## config.mk

```make
export PLATFORM = sky130hd
export DESIGN_NAME = gol_generation_sequencer
export DESIGN_NICKNAME = d
export VERILOG_FILES = /design/src/rtl/gol_generation_sequencer.sv
export SDC_FILE = /design/constraint.sdc
export NUM_CORES = 1
export LEC_CHECK = 0
export CAP_MARGIN = 20
export CELL_PAD_IN_SITES_DETAIL_PLACEMENT = 0
export CELL_PAD_IN_SITES_GLOBAL_PLACEMENT = 1
export CORE_UTILIZATION = 30
export CTS_CLUSTER_DIAMETER = 120
export CTS_CLUSTER_SIZE = 10
export DETAILED_ROUTE_END_ITERATION = 6
export PLACE_DENSITY_LB_ADDON = 0.1
export SYNTH_ARGS = -nofsm -noshare
export SYNTH_HDL_FRONTEND = slang
export SYNTH_SLANG_ARGS = --single-unit
```

## constraint.sdc

```tcl
create_clock -name clk -period 1.75 [get_ports clk]
set_input_delay 0.175 -clock clk [delete_from_list [all_inputs] [get_ports clk]]
set_output_delay 0.175 -clock clk [all_outputs]
set_load 0.02 [all_outputs]
```

## src/rtl/gol_generation_sequencer.sv

```systemverilog
// Game of Life generation sequencer: streams a three-row window from the read bank
// into an external datapath and writes the result rows to the opposite bank.
// Optional toroidal row wrap is enabled by defining GOL_TORUS_WRAP_EN.
module gol_generation_sequencer #(
  parameter int unsigned ROWS   = 32,
  parameter int unsigned WIDTH  = 32,
  parameter int unsigned ADDR_W = 5
) (
  input  logic              clk,
  input  logic              reset,
  input  logic              start,
  output logic              busy,
  output logic              done,
  output logic [15:0]       gen_count,
  output logic              rd_bank,
  output logic              rd_en,
  output logic [ADDR_W-1:0] rd_addr,
  input  logic [WIDTH-1:0]  rd_data,
  output logic              wr_en,
  output logic [ADDR_W-1:0] wr_addr,
  output logic [WIDTH-1:0]  wr_data,
  output logic [WIDTH-1:0]  row_top,
  output logic [WIDTH-1:0]  row_mid,
  output logic [WIDTH-1:0]  row_bot,
  input  logic [WIDTH-1:0]  update
);

`ifdef GOL_TORUS_WRAP_EN
  // Read the last row first and row 0 again at the end so the window wraps vertically.
  localparam int unsigned NUM_READS      = ROWS + 2;
  localparam int unsigned FIRST_RD       = ROWS - 1;
  localparam int unsigned FIRST_WR_SHIFT = 3;
  localparam bit          TORUS          = 1'b1;
`else
  localparam int unsigned NUM_READS      = ROWS;
  localparam int unsigned FIRST_RD       = 0;
  localparam int unsigned FIRST_WR_SHIFT = 2;
  localparam bit          TORUS          = 1'b0;
`endif
  localparam int unsigned CNT_W = $clog2(ROWS + 2);

  typedef enum logic [2:0] {
    S_IDLE,
    S_FETCH,
    S_FLUSH,
    S_DRAIN,
    S_DONE
  } state_t;

  state_t              state_q;
  logic                busy_q;
  logic                done_q;
  logic [15:0]         gen_count_q;
  logic                rd_bank_q;
  logic                rd_en_q;
  logic [ADDR_W-1:0]   rd_addr_q;
  logic [CNT_W-1:0]    rd_cnt_q;
  logic                rd_vld_q;
  logic                zero_inj_q;
  logic [1:0]          shifts_q;
  logic                wr_arm_q;
  logic [ADDR_W-1:0]   wr_idx_q;
  logic                wr_en_q;
  logic [ADDR_W-1:0]   wr_addr_q;
  logic [WIDTH-1:0]    wr_data_q;
  logic [WIDTH-1:0]    top_q;
  logic [WIDTH-1:0]    mid_q;
  logic [WIDTH-1:0]    bot_q;

  logic                shift_c;
  logic [WIDTH-1:0]    incoming_c;
  logic                last_rd_c;
  logic                last_wr_c;
  logic [ADDR_W-1:0]   rd_addr_d;

  // A row enters the window when a read returns or the virtual dead row is injected.
  assign shift_c    = rd_vld_q | zero_inj_q;
  assign incoming_c = zero_inj_q ? '0 : rd_data;
  assign last_rd_c  = (rd_cnt_q == CNT_W'(NUM_READS - 1));
  assign last_wr_c  = wr_en_q && (wr_addr_q == ADDR_W'(ROWS - 1));
  assign rd_addr_d  = (rd_addr_q == ADDR_W'(ROWS - 1)) ? '0 : rd_addr_q + ADDR_W'(1);

  always_ff @(posedge clk) begin
    if (reset) begin
      state_q     <= S_IDLE;
      busy_q      <= 1'b0;
      done_q      <= 1'b0;
      gen_count_q <= '0;
      rd_bank_q   <= 1'b0;
      rd_en_q     <= 1'b0;
      rd_addr_q   <= '0;
      rd_cnt_q    <= '0;
      rd_vld_q    <= 1'b0;
      zero_inj_q  <= 1'b0;
      shifts_q    <= '0;
      wr_arm_q    <= 1'b0;
      wr_idx_q    <= '0;
      wr_en_q     <= 1'b0;
      wr_addr_q   <= '0;
      wr_data_q   <= '0;
      top_q       <= '0;
      mid_q       <= '0;
      bot_q       <= '0;
    end else begin
      done_q     <= 1'b0;
      wr_en_q    <= 1'b0;
      wr_arm_q   <= 1'b0;
      zero_inj_q <= 1'b0;
      rd_vld_q   <= rd_en_q;

      if (shift_c) begin
        top_q <= mid_q;
        mid_q <= bot_q;
        bot_q <= incoming_c;
        if (shifts_q != 2'd3) begin
          shifts_q <= shifts_q + 2'd1;
        end
        // Once the middle slot holds a real row, its result is written next cycle.
        if (shifts_q >= 2'(FIRST_WR_SHIFT - 1)) begin
          wr_arm_q <= 1'b1;
        end
      end

      if (wr_arm_q) begin
        wr_en_q   <= 1'b1;
        wr_data_q <= update;
        wr_addr_q <= wr_idx_q;
        wr_idx_q  <= wr_idx_q + ADDR_W'(1);
      end

      unique case (state_q)
        S_IDLE: begin
          if (start) begin
            state_q   <= S_FETCH;
            busy_q    <= 1'b1;
            rd_en_q   <= 1'b1;
            rd_addr_q <= ADDR_W'(FIRST_RD);
            rd_cnt_q  <= '0;
            shifts_q  <= '0;
            wr_idx_q  <= '0;
            top_q     <= '0;
            mid_q     <= '0;
            bot_q     <= '0;
          end
        end
        S_FETCH: begin
          if (last_rd_c) begin
            rd_en_q <= 1'b0;
            state_q <= TORUS ? S_DRAIN : S_FLUSH;
          end else begin
            rd_addr_q <= rd_addr_d;
            rd_cnt_q  <= rd_cnt_q + CNT_W'(1);
          end
        end
        S_FLUSH: begin
          zero_inj_q <= 1'b1;
          state_q    <= S_DRAIN;
        end
        S_DRAIN: begin
          if (last_wr_c) begin
            state_q     <= S_DONE;
            busy_q      <= 1'b0;
            done_q      <= 1'b1;
            rd_bank_q   <= ~rd_bank_q;
            gen_count_q <= gen_count_q + 16'd1;
          end
        end
        S_DONE: begin
          state_q <= S_IDLE;
        end
        default: begin
          state_q <= S_IDLE;
        end
      endcase
    end
  end

  assign busy      = busy_q;
  assign done      = done_q;
  assign gen_count = gen_count_q;
  assign rd_bank   = rd_bank_q;
  assign rd_en     = rd_en_q;
  assign rd_addr   = rd_addr_q;
  assign wr_en     = wr_en_q;
  assign wr_addr   = wr_addr_q;
  assign wr_data   = wr_data_q;
  assign row_top   = top_q;
  assign row_mid   = mid_q;
  assign row_bot   = bot_q;

endmodule

```

==> results of run 1 <==
==> worst max-delay path: stages (launching register included) <==
cell and delay [ps]:
dfxtp_1 340, buf_4 140, clkdlybuf4s50_1 600
==> cell type report <==
class	count	area (sq um)
clock buffers	17	425
clock inverters	15	145
fillers	2219	11900
inverters	1	3.75
multi-input cells	518	2910
flip-flops and latches	178	3570
well taps	280	350
repair buffers	264	2630
==> Yosys cell counts, types with 2 or more instances <==
cell type  instances  area share, %
mux2i_1           70             10
and2_1             5           0.47
nand4_1            7           0.65
o31ai_1            6           0.67
buf_1              6           0.34
buf_2             12           0.90
o21ai_0           11           0.82
nor3_1             4           0.30
dfxtp_1          178             53
nand3b_1           3           0.34
nand2_1          144            8.1
buf_4              8           0.90
or4b_1             2           0.30
a31oi_1            3           0.28
and4_1             3           0.39
or4_1              6           0.67
and3_1             5           0.47
or3_1              6           0.56
ha_1               5           0.93
nand4b_1           4           0.52
or2_2              2           0.19
nand3_1           24            1.8
nor2_1            96            5.4
nor2b_1            3           0.28
a21oi_1           84            6.3
clkbuf_1          22            1.2
xor2_1             4           0.52
nor4_1             3           0.28
xnor2_1            6           0.78
==> state kept, by name, indices dropped and copies added (netlist names) <==
register,flops
shifts_q,2
rd_vld_q,1
gen_count,16
rd_bank,1
rd_en,1
row_bot,32
wr_en,1
rd_addr,5
busy,1
state_q,3
row_mid,32
done,1
wr_arm_q,1
wr_idx_q,5
wr_data,32
row_top,32
zero_inj_q,1
wr_addr,5
rd_cnt_q,6
==> placed cells by master, fill, tap and decap left out, types with 5 or more instances in the layout <==
cell type        synthesis  final
clkdlybuf4s50_1          0    220
dfxtp_1                178    176
nand2_1                144    144
nor2_1                  96     95
a21oi_1                 84     84
mux2i_1                 70     70
buf_4                    8     32
nand3_1                 24     24
clkbuf_16                0     17
o21ai_0                 11     11
nand4_1                  7      7
or3_1                    6      6
o31ai_1                  6      6
or4_1                    6      6
xnor2_1                  6      6
inv_6                    0      6
buf_12                   0      6
and3_1                   5      5
and2_1                   5      5
ha_1                     5      5
==> what timing repair did <==
item                                    in CTS  in global routing
hold endpoints to repair                     1                  0
endpoints found under the setup margin       0                  5
resized for setup                            0                  4
hold buffers                                 1                  0
==> cell families (layout without fill, tap and decap cells) <==
kind of cell / Yosys count / after routing / share of synthesized area [%]
adders and majority gates: 5 / 5 / 0.933
and+or+nand+nor: 325 / 325 / 21.9
muxes: 71 / 71 / 10.6
DFF: 178 / 178 / 53.1
AOI/OAI and AO/OA: 107 / 107 / 8.54
buffers and inverters: 50 / 297 / 3.58
xor gates and xnor gates: 10 / 10 / 1.31
==> worst max path at each step <==
stage,from,to,slack (ps),depth (start not counted)
6_report,gen_count[5]$_SDFFE_PP0P_,gen_count[5],70,2
5_1_grt,state_q[2]$_SDFFE_PP0P_,rd_addr[0]$_SDFFE_PP0P_,-4,5
4_1_cts,gen_count[1]$_SDFFE_PP0P_,gen_count[1],20,2
3_5_place_dp,start,row_mid[11]$_SDFF_PP0_,-80,5
3_3_place_gp,start,row_top[11]$_SDFF_PP0_,-60,5
2_1_floorplan,gen_count[0]$_SDFFE_PP0P_,gen_count[14]$_SDFFE_PP0P_,100,5
==> metrics by stage <==
stage / total power [mW] / TNS (ps) / hold WS [ps] / instance area [sq um] / util (%)
after global placement: 4.97 / -2700 / 438 / 9440 / 43.1
after CTS: 8.74 / 0 / 333 / 10000 / 45.8
final: 8.59 / 0 / 358 / 10000 / 45.8
after detailed placement: 4.96 / -3510 / 432 / 9440 / 43.1
after global routing: 8.98 / -4.32 / 347 / 10000 / 45.8
after floorplan: 4.59 / 0 / 320 / 6710 / -
==> report_power, final <==
group	total [mW]	internal, mW	switching (mW)
sequential	4.14	4.10	0.0445
combinational	0.713	0.343	0.370
clock	3.74	2.00	1.73
total	8.59	6.45	2.15
==> metal layers <==
layer / routed length (um) / share of wire [%] / GRT usage (%) / up-vias
li1: - / - / - / 2993
met1: 8620 / 46 / 20.9 / 2675
met2: 8220 / 44 / 24.8 / 167
met3: 1390 / 7.5 / 5.12 / 21
met4: 353 / 1.9 / 6.14 / 0
met5: 0 / 0 / 0 / -
==> flow_metrics.env, run 1 <==
export IMPL_finalCritPeriodShare_pct=95.7
export IMPL_cts_buffers=17
export IMPL_root_buffer="clkbuf_16"
export IMPL_finalNetCount=1052
export IMPL_cts_tree="built"
export IMPL_powerDensity_mw_per_mm2=857
export IMPL_io_pin_count=226
export IMPL_synth_cells=746
export IMPL_worstSetupStartpointType="flop"
export IMPL_hold_depth=3
export IMPL_synth_ff_type="dfxtp_1"
export IMPL_grt_ovfl_total=0
export IMPL_critPathKind="flop to primary output"
export IMPL_grtUsageTotal_pct=16.1
export IMPL_min_path_type="input port to flop"
export IMPL_crit_arrival_ps=1500
export IMPL_avgSynthCellArea_sq_um=8.99
export IMPL_dpl_hpwl_mm=12.8
export IMPL_synth_cell_types=43
export IMPL_grt_first_pass_wirelength_mm=28.5
export IMPL_dp_cells=1240
export IMPL_hold_violations=0
export IMPL_status="finished, final reports clean"
export IMPL_ir_drop_v=0.000525
export IMPL_dr_pass1_iters=4
export IMPL_layout_drive_gt1_share_pct=8.26
export IMPL_synthesis_nets=818
export IMPL_antenna_found_initial=0
export IMPL_final_cells=1273
export IMPL_p_leak_nw=3.44
export IMPL_clk_latency_ps=420
export IMPL_drtIter0Drc=182
export IMPL_fmax_mhz=597
export IMPL_port_buffers=225
export IMPL_row_count=54
export IMPL_htreeDepth=4
export IMPL_async_flop_share_pct=0
export IMPL_diodes=0
export IMPL_cts_clk_slew_worst_paths_ps=70
export IMPL_ant_nets=0
export IMPL_dieArea_sq_mm=0.0230
export IMPL_drc=0
export IMPL_drv_cap=0
export IMPL_worst_r2r_path_depth=5
export IMPL_cp_end_kind="primary output"
export IMPL_post_cts_buffers=0
export IMPL_via_count=5856
export IMPL_clock_sinks=178
export IMPL_skew_ps=12.1
export IMPL_place_congestion=0.726
export IMPL_core_area_sq_mm=0.0219
export IMPL_finalSetupViolations=0
export IMPL_synth_enable_flop_cells=0
export IMPL_routed_via_density=4.60
export IMPL_synth_area_sq_mm=0.00671
export IMPL_rr_startpoint="state_q[1]$_SDFFE_PP0P_"
export IMPL_dp_slack_ps=-77.7
export IMPL_rsz0062_at_grt="yes"
export IMPL_timing_rr_end="row_mid[11]$_SDFF_PP0_"
export IMPL_die_x_um=152
export IMPL_worst_pin_slew_ps=451
export IMPL_cp_required_ps=1570
export IMPL_yosysWarningCount=0
export IMPL_min_to="wr_data[13]$_SDFFE_PP0P_"
export IMPL_start_util_pct=30.6
export IMPL_cp_max_fo=5
export IMPL_ys_seq_elements=178
export IMPL_fp_dieH_um=152
export IMPL_yosysSeqAreaShare_pct=53.1
export IMPL_finalCriticalPeriod_ps=1680
export IMPL_wl_per_cell_um=14.6
export IMPL_area_growth_pct=49.6
export IMPL_slew_limit_headroom_pct=69.9
export IMPL_first_global_vias=5419
export IMPL_wirelength_mm=18.6
export IMPL_cts_buffer_depth=2
export IMPL_r2r_slack_ps=100
export IMPL_setup_slack_ps=74.5
export IMPL_drv_slew=0
export IMPL_min_from="update[13]"
export IMPL_grt_max_degree=68
No activity file was read; power rests on OpenSTA's default activity.
==> run 2: changes to the inputs <==
--- a/config.mk
+++ b/config.mk
@@ -5,7 +5,7 @@
 export SDC_FILE = /design/constraint.sdc
 export NUM_CORES = 1
 export LEC_CHECK = 0
-export CAP_MARGIN = 20
+export CAP_MARGIN = 0
 export CELL_PAD_IN_SITES_DETAIL_PLACEMENT = 0
 export CELL_PAD_IN_SITES_GLOBAL_PLACEMENT = 1
 export CORE_UTILIZATION = 30
==> results of run 2 <==
The final DEF is identical to that of run 1; final timing and power are the same.
==> run 3: changes to the inputs <==
--- a/config.mk
+++ b/config.mk
@@ -6,13 +6,14 @@
 export NUM_CORES = 1
 export LEC_CHECK = 0
 export CAP_MARGIN = 0
-export CELL_PAD_IN_SITES_DETAIL_PLACEMENT = 0
-export CELL_PAD_IN_SITES_GLOBAL_PLACEMENT = 1
-export CORE_UTILIZATION = 30
+export CELL_PAD_IN_SITES_DETAIL_PLACEMENT = 1
+export CELL_PAD_IN_SITES_GLOBAL_PLACEMENT = 2
+export CORE_UTILIZATION = 24
 export CTS_CLUSTER_DIAMETER = 120
 export CTS_CLUSTER_SIZE = 10
 export DETAILED_ROUTE_END_ITERATION = 6
 export PLACE_DENSITY_LB_ADDON = 0.1
+export SETUP_SLACK_MARGIN = 0.05
 export SYNTH_ARGS = -nofsm -noshare
 export SYNTH_HDL_FRONTEND = slang
 export SYNTH_SLANG_ARGS = --single-unit
==> flow_metrics.env, run 3 (synthesis results as in run 1) <==
export IMPL_status="finished, final reports clean"
export IMPL_area_growth_pct=53.0
export IMPL_layout_drive_gt1_share_pct=9.13
export IMPL_drc=0
export IMPL_wl_met2_mm=9.49
export IMPL_clk_latency_ps=420
export IMPL_finalCriticalPeriod_ps=1650
export IMPL_dieArea_sq_mm=0.0286
export IMPL_ir_drop_v=0.000525
export IMPL_drv_cap=0
export IMPL_critPathTopFamily="buffers and inverters"
export IMPL_grt_first_pass_wirelength_mm=34.0
export IMPL_port_buffers=225
export IMPL_grt_max_degree=57
export IMPL_die_x_um=169
export IMPL_path_cells="buf_4, clkdlybuf4s50_1"
export IMPL_wl_per_cell_um=15.6
export IMPL_cts_tree="built"
export IMPL_r2r_slack_ps=130
export IMPL_dpl_hpwl_mm=14.9
export IMPL_first_global_vias=6103
export IMPL_grt_ovfl_total=0
export IMPL_cp_end_kind="primary output"
export IMPL_timing_rr_end="row_top[26]$_SDFF_PP0_"
export IMPL_cpPeakStageDelay_ps=600
export IMPL_grtUsageTotal_pct=15.2
export IMPL_cp_endpoint="gen_count[5]"
export IMPL_cts_buffers=17
export IMPL_most_common_layout_cells="205 x clkdlybuf4s50_1, 174 x dfxtp_1, 143 x nand2_1"
export IMPL_slew_limit_headroom_pct=73.9
export IMPL_cp_required_ps=1570
export IMPL_antenna_found_initial=1
export IMPL_dr_pass1_iters=4
export IMPL_setup_worst_path_start="gen_count[5]$_SDFFE_PP0P_"
export IMPL_p_leak_nw=3.65
export IMPL_wirelength_mm=21.4
export IMPL_setup_slack_ps=103
export IMPL_hold_violations=0
export IMPL_drtIter0Drc=230
export IMPL_utilization_pct=37.7
export IMPL_path_buf_inv=2
export IMPL_core_area_sq_mm=0.0272
export IMPL_cts_clk_slew_worst_paths_ps=70
export IMPL_postPlaceCellArea_sq_mm=0.00957
export IMPL_root_buffer="clkbuf_16"
export IMPL_routed_via_density=4.35
export IMPL_crit_arrival_ps=1470
export IMPL_hold_slack_ps=126
export IMPL_cts_hold_buffers=0
export IMPL_io_pin_count=226
export IMPL_skew_ps=13.1
export IMPL_via_count=5963
export IMPL_met3_length_mm=1.42
export IMPL_htreeDepth=4
export IMPL_fin_area_sq_mm=0.0103
export IMPL_critPathKind="flop to primary output"
export IMPL_powerDensity_mw_per_mm2=883
export IMPL_row_count=60
export IMPL_fmax_mhz=607
export IMPL_tns_ps=0
export IMPL_rsz0062_at_grt="yes"
export IMPL_crit_path_top_delay_cell="clkdlybuf4s50_1"
export IMPL_start_util_pct=24.7
export IMPL_rr_startpoint="state_q[1]$_SDFFE_PP0P_"
export IMPL_drv_slew=0
export IMPL_cp_depth=2
export IMPL_final_common_cell="clkdlybuf4s50_1"
export IMPL_ant_nets=0
export IMPL_worstSetupStartpointType="flop"
export IMPL_dp_slack_ps=-56.9
export IMPL_finalNetCount=1056
export IMPL_clock_sinks=178
export IMPL_place_congestion=0.733
export IMPL_finalCritPeriodShare_pct=94.1
export IMPL_worst_pin_slew_ps=392
export IMPL_met1Wirelength_mm=10.2
export IMPL_finalSetupViolations=0
export IMPL_worst_r2r_path_depth=5
export IMPL_min_path_type="input port to flop"
export IMPL_cp_max_fo=5
export IMPL_cts_buffer_depth=2
export IMPL_highest_layer="met4"
export IMPL_fp_dieH_um=169
==> run 3: cell types whose count changed in the layout (fill, tap and decap cells not counted), sizes merged, moves of 2 or more <==
cell           previous run  this run
buf                      39        44
bufinv                    1         4
clkbuf                   17        19
clkdlybuf4s50           220       205
dlygate4sd2               0         8
dlymetal6s2s              4        11
inv                       9         6
==> run 3: layout make-up <==
type,count,area (sq um)
Clock buffer,19,443
Timing Repair Buffer,268,2650
Antenna cell,1,2.50
Inverter,1,3.75
Multi-Input combinational cell,518,2930
Sequential cell,178,3570
Clock inverter,13,195
Tap cell,372,465
Fill cell,3123,16900
==> run 3: worst min-delay path by stage <==
stage	start	to	slack, ps	depth (start not counted)
after floorplan	start	state_q[0]$_SDFFE_PP0P_	320	1
after global placement	row_top[15]$_SDFF_PP0_	row_top[15]$_SDFF_PP0_	440	2
after detailed placement	row_top[27]$_SDFF_PP0_	row_top[27]$_SDFF_PP0_	450	2
after CTS	reset	rd_addr[1]$_SDFFE_PP0P_	100	2
after global routing	reset	rd_cnt_q[4]$_SDFFE_PP0P_	130	2
final	reset	rd_addr[1]$_SDFFE_PP0P_	130	2
==> run 3: metrics by stage <==
step	power (mW)	std cells
after floorplan	4.59	746
after global placement	4.97	1336
after detailed placement	4.97	1336
after CTS	9.25	1368
after global routing	9.49	1370
final	9.06	1370
==> run 3: per-layer routing <==
| metal | GRT usage, % | vias up |
|---|---|---|
| met5 | 0 | - |
| met4 | 3.96 | 0 |
| met3 | 5.04 | 12 |
| met2 | 23.6 | 153 |
| met1 | 20.1 | 2808 |
| li1 | - | 2990 |
==> run 3: what timing repair did <==
| item | CTS | global route |
|---|---|---|
| setup buffers | 0 | 1 |
| pin swaps | 0 | 1 |
| resized for setup | 9 | 17 |
| endpoints found under the setup margin | 14 | 31 |
==> run 3: power breakdown <==
group	leakage [nW]	switching [mW]	internal [mW]
logic	1.91	0.379	0.333
registers	1.44	0.0492	4.10
clock network	0.302	1.74	2.46
